## config.mk

```make
export PLATFORM = sky130hd
export DESIGN_NAME = c1541_sd_arbiter
export DESIGN_NICKNAME = d
export VERILOG_FILES = /design/src/rtl/c1541_sd_arbiter_pkg.sv /design/src/rtl/c1541_rr_pick.sv /design/src/rtl/c1541_sd_arbiter.sv
export SDC_FILE = /design/constraint.sdc
export NUM_CORES = 1
export LEC_CHECK = 0
export BUFFER_PORTS_ARGS = -buffer_cell sky130_fd_sc_hd__buf_4
export CAP_MARGIN = 20
export CORE_MARGIN = 10
export CORE_UTILIZATION = 47
export DETAILED_ROUTE_END_ITERATION = 10
export PLACE_DENSITY = 0.85
export SLEW_MARGIN = 20
export SYNTH_ARGS = -nofsm -noshare
export SYNTH_HDL_FRONTEND = slang
export SYNTH_SLANG_ARGS = --single-unit
```

## constraint.sdc

```tcl
create_clock -name clk_sys -period 3.25 [get_ports clk_sys]
set_input_delay 0.325 -clock clk_sys [delete_from_list [all_inputs] [get_ports clk_sys]]
set_output_delay 0.325 -clock clk_sys [all_outputs]
set_load 0.01 [all_outputs]
```

## src/rtl/c1541_sd_arbiter_pkg.sv

```systemverilog
// rtl/c1541_sd_arbiter_pkg.sv - shared types and constants for the c1541 SD arbiter
// Purpose: arbiter FSM state encoding and the hard upper bound on drive count.
// Ports: none (package).
package c1541_pkg;

  // sel is 2 bits wide, so no more than four drives can ever be addressed.
  localparam int MAX_DRV = 4;

  typedef enum logic [1:0] {
    IDLE = 2'd0,
    REQ  = 2'd1,
    XFER = 2'd2
  } state_e;

endpackage

```

## src/rtl/c1541_rr_pick.sv

```systemverilog
// rtl/c1541_rr_pick.sv - combinational round-robin priority encoder
// Purpose: pick the first requester after the last-served index, wrapping around.
// Ports:
//   req   in  NDRV  request vector, one bit per drive
//   rr    in  2     index of the most recently served drive
//   valid out 1     some request is pending
//   idx   out 2     chosen drive index (only meaningful when valid)
module c1541_rr_pick
  import c1541_pkg::*;
#(
  parameter int NDRV = MAX_DRV
) (
  input  logic [NDRV-1:0] req,
  input  logic [1:0]      rr,
  output logic            valid,
  output logic [1:0]      idx
);

  // Scan rr+1, rr+2, ..., rr (mod NDRV): the last-served drive is checked last,
  // which is what makes a continuously-requesting drive lowest priority.
  always_comb begin
    int j;
    j     = 0;
    valid = 1'b0;
    idx   = rr;
    for (int k = 1; k <= NDRV; k++) begin
      j = (int'(rr) + k) % NDRV;
      if (!valid && req[2'(j)]) begin
        valid = 1'b1;
        idx   = 2'(j);
      end
    end
  end

endmodule

```

## src/rtl/c1541_sd_arbiter.sv

```systemverilog
// rtl/c1541_sd_arbiter.sv - round-robin share of one host SD block port among c1541 drives
// Purpose: grant one drive's sector read/write at a time to the host sd_* interface,
//          route ack and buffer traffic to the granted drive, abort on ack timeout.
// Ports:
//   clk_sys, reset                 clock, synchronous active-high reset
//   drv_rd/drv_wr [NDRV]           per-drive read/write request levels
//   drv_lba [32*NDRV]              per-drive LBA, drive i at [32*i+31:32*i]
//   drv_buff_din [8*NDRV]          per-drive write data
//   drv_ack/drv_buff_wr [NDRV]     host ack / buffer write routed to granted drive
//   drv_tmo [NDRV]                 one-cycle abort pulse for the granted drive
//   sd_lba, sd_rd, sd_wr           host request (registered)
//   sd_ack, sd_buff_wr             host acknowledge and buffer write strobe
//   sd_buff_din                    granted drive's write byte
//   sel, busy                      granted index, FSM not idle
module c1541_sd_arbiter
  import c1541_pkg::*;
#(
  parameter int NDRV  = 4,
  parameter int TMO_W = 24
) (
  input  logic               clk_sys,
  input  logic               reset,
  input  logic [NDRV-1:0]    drv_rd,
  input  logic [NDRV-1:0]    drv_wr,
  input  logic [32*NDRV-1:0] drv_lba,
  input  logic [8*NDRV-1:0]  drv_buff_din,
  output logic [NDRV-1:0]    drv_ack,
  output logic [NDRV-1:0]    drv_buff_wr,
  output logic [NDRV-1:0]    drv_tmo,
  output logic [31:0]        sd_lba,
  output logic               sd_rd,
  output logic               sd_wr,
  input  logic               sd_ack,
  input  logic               sd_buff_wr,
  output logic [7:0]         sd_buff_din,
  output logic [1:0]         sel,
  output logic               busy
);

  // A zero-width counter is not legal, so keep one bit and gate the compare.
  localparam int CW     = (TMO_W > 0) ? TMO_W : 1;
  localparam bit TMO_EN = (TMO_W > 0);

  state_e            state_q, state_d;
  logic [1:0]        sel_q, sel_d;
  logic [1:0]        rr_q, rr_d;
  logic [31:0]       lba_q, lba_d;
  logic              rd_q, rd_d;
  logic              wr_q, wr_d;
  logic [CW-1:0]     cnt_q, cnt_d, cnt_inc;
  logic [NDRV-1:0]   tmo_q, tmo_d;
  logic              pick_valid;
  logic [1:0]        pick_idx;

  c1541_rr_pick #(
    .NDRV (NDRV)
  ) u_pick (
    .req   (drv_rd | drv_wr),
    .rr    (rr_q),
    .valid (pick_valid),
    .idx   (pick_idx)
  );

  assign cnt_inc = cnt_q + CW'(1);

  always_comb begin
    state_d = state_q;
    sel_d   = sel_q;
    rr_d    = rr_q;
    lba_d   = lba_q;
    rd_d    = rd_q;
    wr_d    = wr_q;
    cnt_d   = cnt_q;
    tmo_d   = '0;
    case (state_q)
      IDLE: begin
        if (pick_valid) begin
          sel_d   = pick_idx;
          lba_d   = drv_lba[{pick_idx, 5'b00000} +: 32];
          // Write wins when a drive raises both request lines.
          wr_d    = drv_wr[pick_idx];
          rd_d    = drv_rd[pick_idx] & ~drv_wr[pick_idx];
          cnt_d   = '0;
          state_d = REQ;
        end
      end
      REQ: begin
        if (sd_ack) begin
          rd_d    = 1'b0;
          wr_d    = 1'b0;
          state_d = XFER;
        end else if (TMO_EN && (&cnt_inc)) begin
          // The abort lands on the edge where the counter reaches all-ones.
          rd_d    = 1'b0;
          wr_d    = 1'b0;
          tmo_d   = NDRV'(1) << sel_q;
          rr_d    = sel_q;
          state_d = IDLE;
        end else begin
          cnt_d = cnt_inc;
        end
      end
      XFER: begin
        if (!sd_ack) begin
          rr_d    = sel_q;
          state_d = IDLE;
        end
      end
      default: state_d = IDLE;
    endcase
  end

  always_ff @(posedge clk_sys) begin
    if (reset) begin
      state_q <= IDLE;
      sel_q   <= '0;
      rr_q    <= '0;
      lba_q   <= '0;
      rd_q    <= 1'b0;
      wr_q    <= 1'b0;
      cnt_q   <= '0;
      tmo_q   <= '0;
    end else begin
      state_q <= state_d;
      sel_q   <= sel_d;
      rr_q    <= rr_d;
      lba_q   <= lba_d;
      rd_q    <= rd_d;
      wr_q    <= wr_d;
      cnt_q   <= cnt_d;
      tmo_q   <= tmo_d;
    end
  end

  // Stray acks while idle must not reach any drive.
  assign drv_ack     = (sd_ack && state_q != IDLE) ? (NDRV'(1) << sel_q) : '0;
  assign drv_buff_wr = sd_buff_wr ? drv_ack : '0;
  assign sd_buff_din = drv_buff_din[{sel_q, 3'b000} +: 8];
  assign drv_tmo     = tmo_q;
  assign sd_lba      = lba_q;
  assign sd_rd       = rd_q;
  assign sd_wr       = wr_q;
  assign sel         = sel_q;
  assign busy        = (state_q != IDLE);

endmodule

```

### Yosys cells after proc, flatten, opt, wreduce, memory -nomap -nowiden

Cells that the tools add are included.

| storage, ports and cells | value |
|---|---|
| flip-flop bits (word level) | 68 |
| bits in latches | 0 |
| RAM bits | 0 |
| memory bits (read-only) | 0 |
| bits of input ports | 172 |
| output and inout bits | 57 |
| word-level logic and storage cells | 97 |
| memories | 0 |

| operators by class | value |
|---|---|
| $add $sub $neg | 5 |
| multipliers | 0 |
| div/mod/pow operators | 0 |
| magnitude comparators | 5 |
| equal/unequal tests | 8 |
| shift operators | 3 |
| muxes and demuxes | 45 |
| bitwise logic cells | 5 |
| reduce and logical (&&, ||, !) cells | 18 |

Operators by type and width:

| kind | count |
|---|---|
| indexed part select 128 x 8 -> 32 bit | 1 |
| 2-to-1 mux 24 bit | 3 |
| case mux 24 bit (2 select lines) | 1 |
| indexed part select 32 x 6 -> 8 bit | 1 |
| adder 24 x 1 -> 24 bit (second input constant) | 1 |
| AND reduction 24 bit | 1 |
| 2-to-1 mux 2 bit | 11 |
| 2-to-1 mux 1 bit | 18 |
| less-than comparator 2 x 4 -> 1 bit (second input constant) | 4 |
| binary-select mux 1 bit (select 2 bit) | 6 |
| inequality test 2 bit (second input constant) | 5 |
| 2-to-1 mux 4 bit | 2 |
| AND reduction 4 bit | 2 |
| case mux 2 bit (3 select lines) | 1 |
| AND reduction 3 bit | 2 |
| nonzero test 2 bit | 3 |
| adder 2 x 1 -> 2 bit (second input constant) | 2 |
| adder 2 bit (second input constant) | 2 |
| logical AND 1 bit | 4 |
| bitwise OR 4 bit | 1 |
| case mux 1 bit (2 select lines) | 2 |
| case mux 2 bit (2 select lines) | 1 |
| OR reduction 4 bit | 1 |
| left shift 1 x 2 -> 4 bit (first input constant) | 1 |
| other kinds (9) | 13 |

### Longest topological paths before layout

Gate-level depths: netlist of the first run.

| logic depth | value |
|---|---|
| depth after elaboration | 20 |
| gate-level depth with buffers | 9 |
| mapped depth without buffers | 8 |

### Cells and area by module

Synthesis of the first run repeated with hierarchy kept, for this count alone.

| second synthesis, totals | value |
|---|---|
| cell total of the unflattened synthesis | 520 |
| area, all modules | 4,649.5 µm² |

Modules (own cells, without submodules):

| module | times used | cells each | area an instance (µm²) | sequential area each (µm²) |
|---|---|---|---|---|
| c1541_sd_arbiter | 1 | 506 | 4,566.9 | 1,361.3 |
| c1541_rr_pick | 1 | 14 | 82.6 | 0.0 |

### Least setup slack after synthesis of the first run

No wires, ideal clock.

| timing path | value |
|---|---|
| path type | register to register |
| start | reg cnt_q[0] |
| end | reg cnt_q[1] |
| setup time | 0.123 ns |
| arrival time | 2.376 ns |
| data required time | 3.127 ns |
| slack | 0.750 ns |
| stages on the path, launching flop included | 9 |
| buffers on the path | 1 |
| clock period less this slack | 2.500 ns |
| path through | dfxtp_1 -> ha_1 -> clkbuf_1 -> nand2_1 -> o311ai_0 -> nand4_1 -> or3_4 -> o21ai_2 -> mux2_1 |

| between the ends | value |
|---|---|
| longest elaborated chain between the ends | 4 |
| elaborated cells between the ends (all ways) | 7 |
| those cells by class | add/sub: 1; eq/ne: 1; mux: 3; reduce/logical: 2 |

Ends and longest elaborated chain:

| item | line | text |
|---|---|---|
| from (decl) | c1541_sd_arbiter.sv:50 | `logic [CW-1:0] cnt_q, cnt_d, cnt_inc;` |
| from (signal assigned) | c1541_sd_arbiter.sv:130 | `cnt_q <= cnt_d;` |
| adder 24 x 1 -> 24 bit * | c1541_sd_arbiter.sv:64 | `assign cnt_inc = cnt_q + CW'(1);` |
| AND reduction 24 bit / 2-to-1 mux 24 bit (equally long branches) | c1541_sd_arbiter.sv:92 | `end else if (TMO_EN && (&cnt_inc)) begin` |
| inequality test 2 bit (no source line) / 2-to-1 mux 24 bit (equally long branches) | - |  |
| AND reduction 4 bit (no source line) / case mux 24 bit (2 select lines) (equally long branches) | - |  |

Mark *: on every way between the ends. The rest lies on a longest branch, timed or not. The select of a mux whose other input is x is not followed.
A chain may end at the register's enable or synchronous reset.

### Worst setup path in the final report of the first run

| timing path | value |
|---|---|
| start | reg cnt_q[0] |
| end | reg cnt_q[13] |

The elaborated chain is that of the path after synthesis.

==> results of run 1 <==
power by group:
group	switching, mW	internal [mW]	leakage (nW)
Combinational	0.330	0.359	2.10
Sequential	0.0427	0.885	0.556
Clock	0.343	0.453	0.116
Total	0.715	1.70	2.77
logic make-up after synthesis:
family	count (synthesis)	share of synthesized area [%]
flip-flops	68	29.87
multiplexers	19	6.423
XOR/XNOR	4	0.7685
buffers and inverters	57	4.859
adder cells (fa/ha/maj)	2	0.5489
AO/OA/AOI/OAI	165	26.13
AND/OR/NAND/NOR	287	31.40
state kept, by name (all words and copies together), names as in the netlist:
signal   cells
cnt_q       24
sd_wr        1
rr_q         2
sd_rd        1
sd_lba      32
state_q      2
drv_tmo      4
sel          2
critical path: stages (launching register included):
cell and delay (ps):
dfxtp_1 460, ha_2 400, nand2_1 200, nor4_1 290, xnor2_1 150, a211o_1 300
nor4_1 520, buf_4 320, o21ai_0 120, a21oi_1 130
Yosys cell counts (all sizes together) (4+ instances only):
cell,count,share of area (%)
or3,14,2.0
mux2i,9,2.0
o21ai,20,2.3
buf,8,0.82
nand2b,6,0.82
mux4,8,4.0
nor2,26,2.1
xnor2,4,0.77
nand4,12,2.0
a311o,32,7.0
dfxtp,68,30
a211oi,33,5.4
nor4,5,0.82
clkbuf,46,3.8
a31oi,6,0.96
and3,38,5.2
nand2,127,10
nand3,28,3.2
a21oi,51,5.6
nor3,14,1.9
layout make-up:
class / count / area, um^2
fill: 769 / 2759
timing repair buffer: 240 / 1814
tap: 129 / 161.4
inverter: 3 / 11.26
clock buffer: 10 / 137.6
multi-input combinational: 477 / 2995
sequential: 68 / 1361
clock inverter: 6 / 87.58
how the worst max path moves through the flow:
stage                   from         to  slack [ps]  cells past startpoint
finish              cnt_q[0]  cnt_q[13]         270                      9
global route        cnt_q[3]  cnt_q[13]          90                      8
CTS                 cnt_q[0]  cnt_q[13]         230                      8
detailed placement  cnt_q[1]  cnt_q[15]         250                      8
global placement    cnt_q[1]  cnt_q[11]         240                      8
floorplan           cnt_q[0]   cnt_q[1]         750                      8
routing by layer:
metal	routed length (um)	GRT usage, %	part of all wire (%)	vias to the layer above
met5	0	0	0	-
met4	609	10.76	3.3	0
met3	1829	9.091	9.9	40
met2	8863	41.66	48	280
met1	7188	28.34	39	2521
li1	-	-	-	2643
layout by cell type (no fill, tap or decap), types with 2 or more instances in the layout:
cell type    n
a2111o_1     2
a211oi_1    33
a21o_1       2
a21oi_1     50
a311o_1     32
a31oi_1      5
a32o_1       2
and2_1       2
and3_1      38
buf_4      239
bufinv_16    2
clkbuf_8    10
clkinv_2     2
clkinv_4     2
dfxtp_1     68
inv_1        3
mux2i_1      8
mux4_2       8
nand2_1    126
nand2b_1     6
nand3_1     27
nand4_1     11
nor2_1      26
nor2b_1      3
nor3_1      12
nor4_1       4
nor4b_1      2
o21ai_0     18
o31ai_1      2
o32ai_1      2
o41ai_1      2
or2_2        2
or3_1       13
or4_1        2
xnor2_1      4
metrics by stage:
step                instance area (um^2)  worst slack (ps)  cells
finish                              6569             274.2    933
global route                        6569             94.65    933
CTS                                 6566             225.2    933
detailed placement                  6341             246.5    917
global placement                    6341             242.1    917
floorplan                           4558             750.5    602
==> impl_metrics.toml, run 1 <==
[status]
status = "completed"

[die]
dieArea_mm2 = 0.01404
die_y_um = 118.5
rows = 35
die_w_um = 118.5
ios = 229
core_area_mm2 = 0.009328
start_util_pct = 48.87

[placement]
portBuffers = 228
dp_hpwl_um = 14490
gp_congestion = 0.8961

[layout]
area_delta_synth_final_pct = 44.11
antenna_cells = 0
finalNetCount = 973
utilization_pct = 70.42
drive_gt1_share_pct = 35.07

[drt]
drt-total-wl_um = 18490
drc = 0
drt_first_pass_iters = 6
via_per_inst = 5.878
drt.antenna.violating_nets = 0
num_vias = 5484
drtIter0Drc = 378
wl_per_cell_um = 19.82

[critical_path]
cp_max_fo = 18
r2r_end = "cnt_q[13]"
crit_type = "flip-flop to flip-flop"
r2r-start = "cnt_q[0]"
crit_path_end_kind = "flip-flop"
cp.arrival_ps = 3250
r2r_cells = 9
cp-start-kind = "flip-flop"
reg2reg_slack_ps = 270
required_ps = 3530

[synthesis]
synth_cell_type_count = 62
synthArstFlopShare_pct = 0
synthFlopType = "dfxtp_1"
ys_seq_area_share_pct = 29.87
avgSynthCellArea_um2 = 7.572
ys_ff_latch = 68
syn-num-nets = 776
ys.warnings.count = 0
netlist_area_mm2 = 0.004558
synthCells = 602
synth_enable_flop_cells = 0

[power_and_ir_drop]
power.density_mw_per_mm2 = 367.3
peakVddDrop_uv = 256.8
p_leak_nw = 2.772
total_power_mw = 2.413

[clocking]
cts_setup_buffers = 0
clk_pin_slew_ps = 80
cts_tree = "built"
cts_buffers = 9
clockBufferDepth = 2
numClockSinks = 68
cts-resized-gates = 0
htree_levels = 3
cts_root_buf = "clkbuf_8"
clk_latency_ps = 350
postCtsHoldBufs = 0

[grt]
grt_max_degree = 65
grt_pass1_vias = 5603
antenna_found_initial = 0
grt_pass1_wl_um = 29150
grtUsageTotal_pct = 25.05
overflow = 0

[min_path]
min_path_cells = 3
hold_end = "state_q[1]"
min_path_type = "input pin to flip-flop"
min-delay-start = "sd_ack"

[timing]
final_max_slew_viol_count = 0
tightestPinTransition_ps = 808.9
hold_viol = 0
clock_skew_ps = 14.27
finalCriticalPeriod_ps = 2976
setup_tns_ps = 0
maxSlewHeadroom_pct = 45.66
fin_crit_sh_pct = 91.56
hold_ws_ps = 283.8
timing.fmax_mhz = 336.0
setup_viol = 0
rsz0062_at_grt = "false"

[job]
drv_cap = 0
No activity file was read; power rests on OpenSTA's default activity.
==> run 2: changes to the inputs <==
- MAX_ROUTING_LAYER: not set -> met4
==> impl_metrics.toml, run 2 (synthesis gave the netlist of run 1 again) <==
[status]
status = "completed"

[critical_path]
cp-start-kind = "flip-flop"
cp.arrival_ps = 3080
required_ps = 3480
r2r_end = "cnt_q[11]"
r2r-start = "cnt_q[0]"
cp_max_fo = 18
crit_path_end_kind = "flip-flop"
crit_type = "flip-flop to flip-flop"
r2r_cells = 8
reg2reg_slack_ps = 390

[layout]
drive_gt1_share_pct = 35.07
largest_reg_flops = 32
num-fill-cells = 776
antenna_cells = 0
register_area_mm2 = 0.001361
utilization_pct = 70.38
area_delta_synth_final_pct = 44.03
final_common_cell = "buf_4"
finalNonFillerCells = 933
finalNetCount = 974
multi_input_area_mm2 = 0.002995
mostFrequentLayoutCells = "buf_4 (240), nand2_1 (126), dfxtp_1 (68)"

[clocking]
postCtsHoldBufs = 0
clockBufferDepth = 2
cts_root_buf = "clkbuf_8"
htree_levels = 3
cts_buffers = 9
numClockSinks = 68
clk_pin_slew_ps = 80
clk_latency_ps = 350
cts_tree = "built"

[timing]
clock_skew_ps = 11.73
finalCriticalPeriod_ps = 2858
setup_tns_ps = 0
postLayoutSetupSlackWorst_ps = 392.1
hold_viol = 0
rsz0062_at_grt = "false"
tightestPinTransition_ps = 821.5
timing.fmax_mhz = 349.9
maxSlewHeadroom_pct = 45.16
fin_crit_sh_pct = 87.93
setup_viol = 0
final_max_slew_viol_count = 0

[drt]
wl_per_cell_um = 20.36
drc = 0
drt.antenna.violating_nets = 0
num_vias = 5597
drtIter0Drc = 440
drt_first_pass_iters = 5
via_per_inst = 5.999
drt-total-wl_um = 19000

[grt]
grtUsageTotal_pct = 26.63
grtUsageMet3_pct = 7.568
grt_pass1_wl_um = 30080
antenna_found_initial = 0
overflow = 0
use_met2_pct = 43.88
met1_usage_pct = 29.60
busiest_layer = "met2"
grt_pass1_vias = 5757
grt_max_degree = 71

[power_and_ir_drop]
power.density_mw_per_mm2 = 366.5
total_power_mw = 2.406
p_leak_nw = 2.767
peakVddDrop_uv = 244.3

[placement]
portBuffers = 228
dp_cells = 918
dp_hpwl_um = 14750
gp_congestion = 0.9900
place_ws_ps = 370.7

[die]
core_area_mm2 = 0.009328
die_w_um = 118.5
die_y_um = 118.5
rows = 35
ios = 229
start_util_pct = 48.87
dieArea_mm2 = 0.01404

[min_path]
min_path_cells = 3
min-delay-start = "sd_ack"
hold_end = "state_q[1]"
min_path_type = "input pin to flip-flop"

[job]
drv_cap = 0
run 2: cell count changes in the layout (fill, tap and decap cells not counted):
| cell | delta |
|---|---|
| buf_4 | +1 |
| clkbuf_8 | -1 |
| clkinv_2 | -1 |
| clkinvlp_4 | +1 |
run 2: how the worst max path moves through the flow:
stage,to,slack (ps),cells after the start,from
after floorplan,cnt_q[1],750,8,cnt_q[0]
after global placement,cnt_q[22],350,8,cnt_q[1]
after detailed placement,cnt_q[13],370,8,cnt_q[1]
after CTS,cnt_q[13],330,8,cnt_q[0]
after global routing,cnt_q[12],120,9,cnt_q[0]
final,cnt_q[11],390,8,cnt_q[0]
run 2: metrics by stage:
stage	area (um^2)	hold WS, ps
final	6565	270.3
after global routing	6565	289.7
after CTS	6563	259.0
after detailed placement	6349	446.6
after global placement	6349	445.1
after floorplan	4558	458.3
run 2: final cells by class:
type,instances,share of cell area (%)
multi-input combinational,477,45.63
timing repair buffer,241,27.75
sequential,68,20.74
tap,129,2.459
clock buffer,9,1.887
clock inverter,6,1.372
inverter,3,0.1715
run 2: what timing repair did:
item                       4_1_cts  5_1_grt
setup endpoints to repair        0        2
gates resized for setup          0        1
buffers inserted                 0        0
run 2: worst max-delay path, cell delays in order (launching register included):
cell and delay, ps:
dfxtp_1 490, ha_2 380, nand4b_1 120, a2111o_1 460, a211o_1 360, nor4_1 430, buf_4 300, or3_1 130
a21oi_1 60
run 2: routing by layer:
metal	up-vias	part of all wire, %
met5	-	0
met1	2595	40
met2	302	47
li1	2646	-
met3	54	8.4
met4	0	4.0
run 2: power breakdown:
group          total, mW  internal, mW  switching (mW)
Sequential         0.929         0.885          0.0440
Combinational      0.692         0.360           0.333
Clock              0.785         0.429           0.356
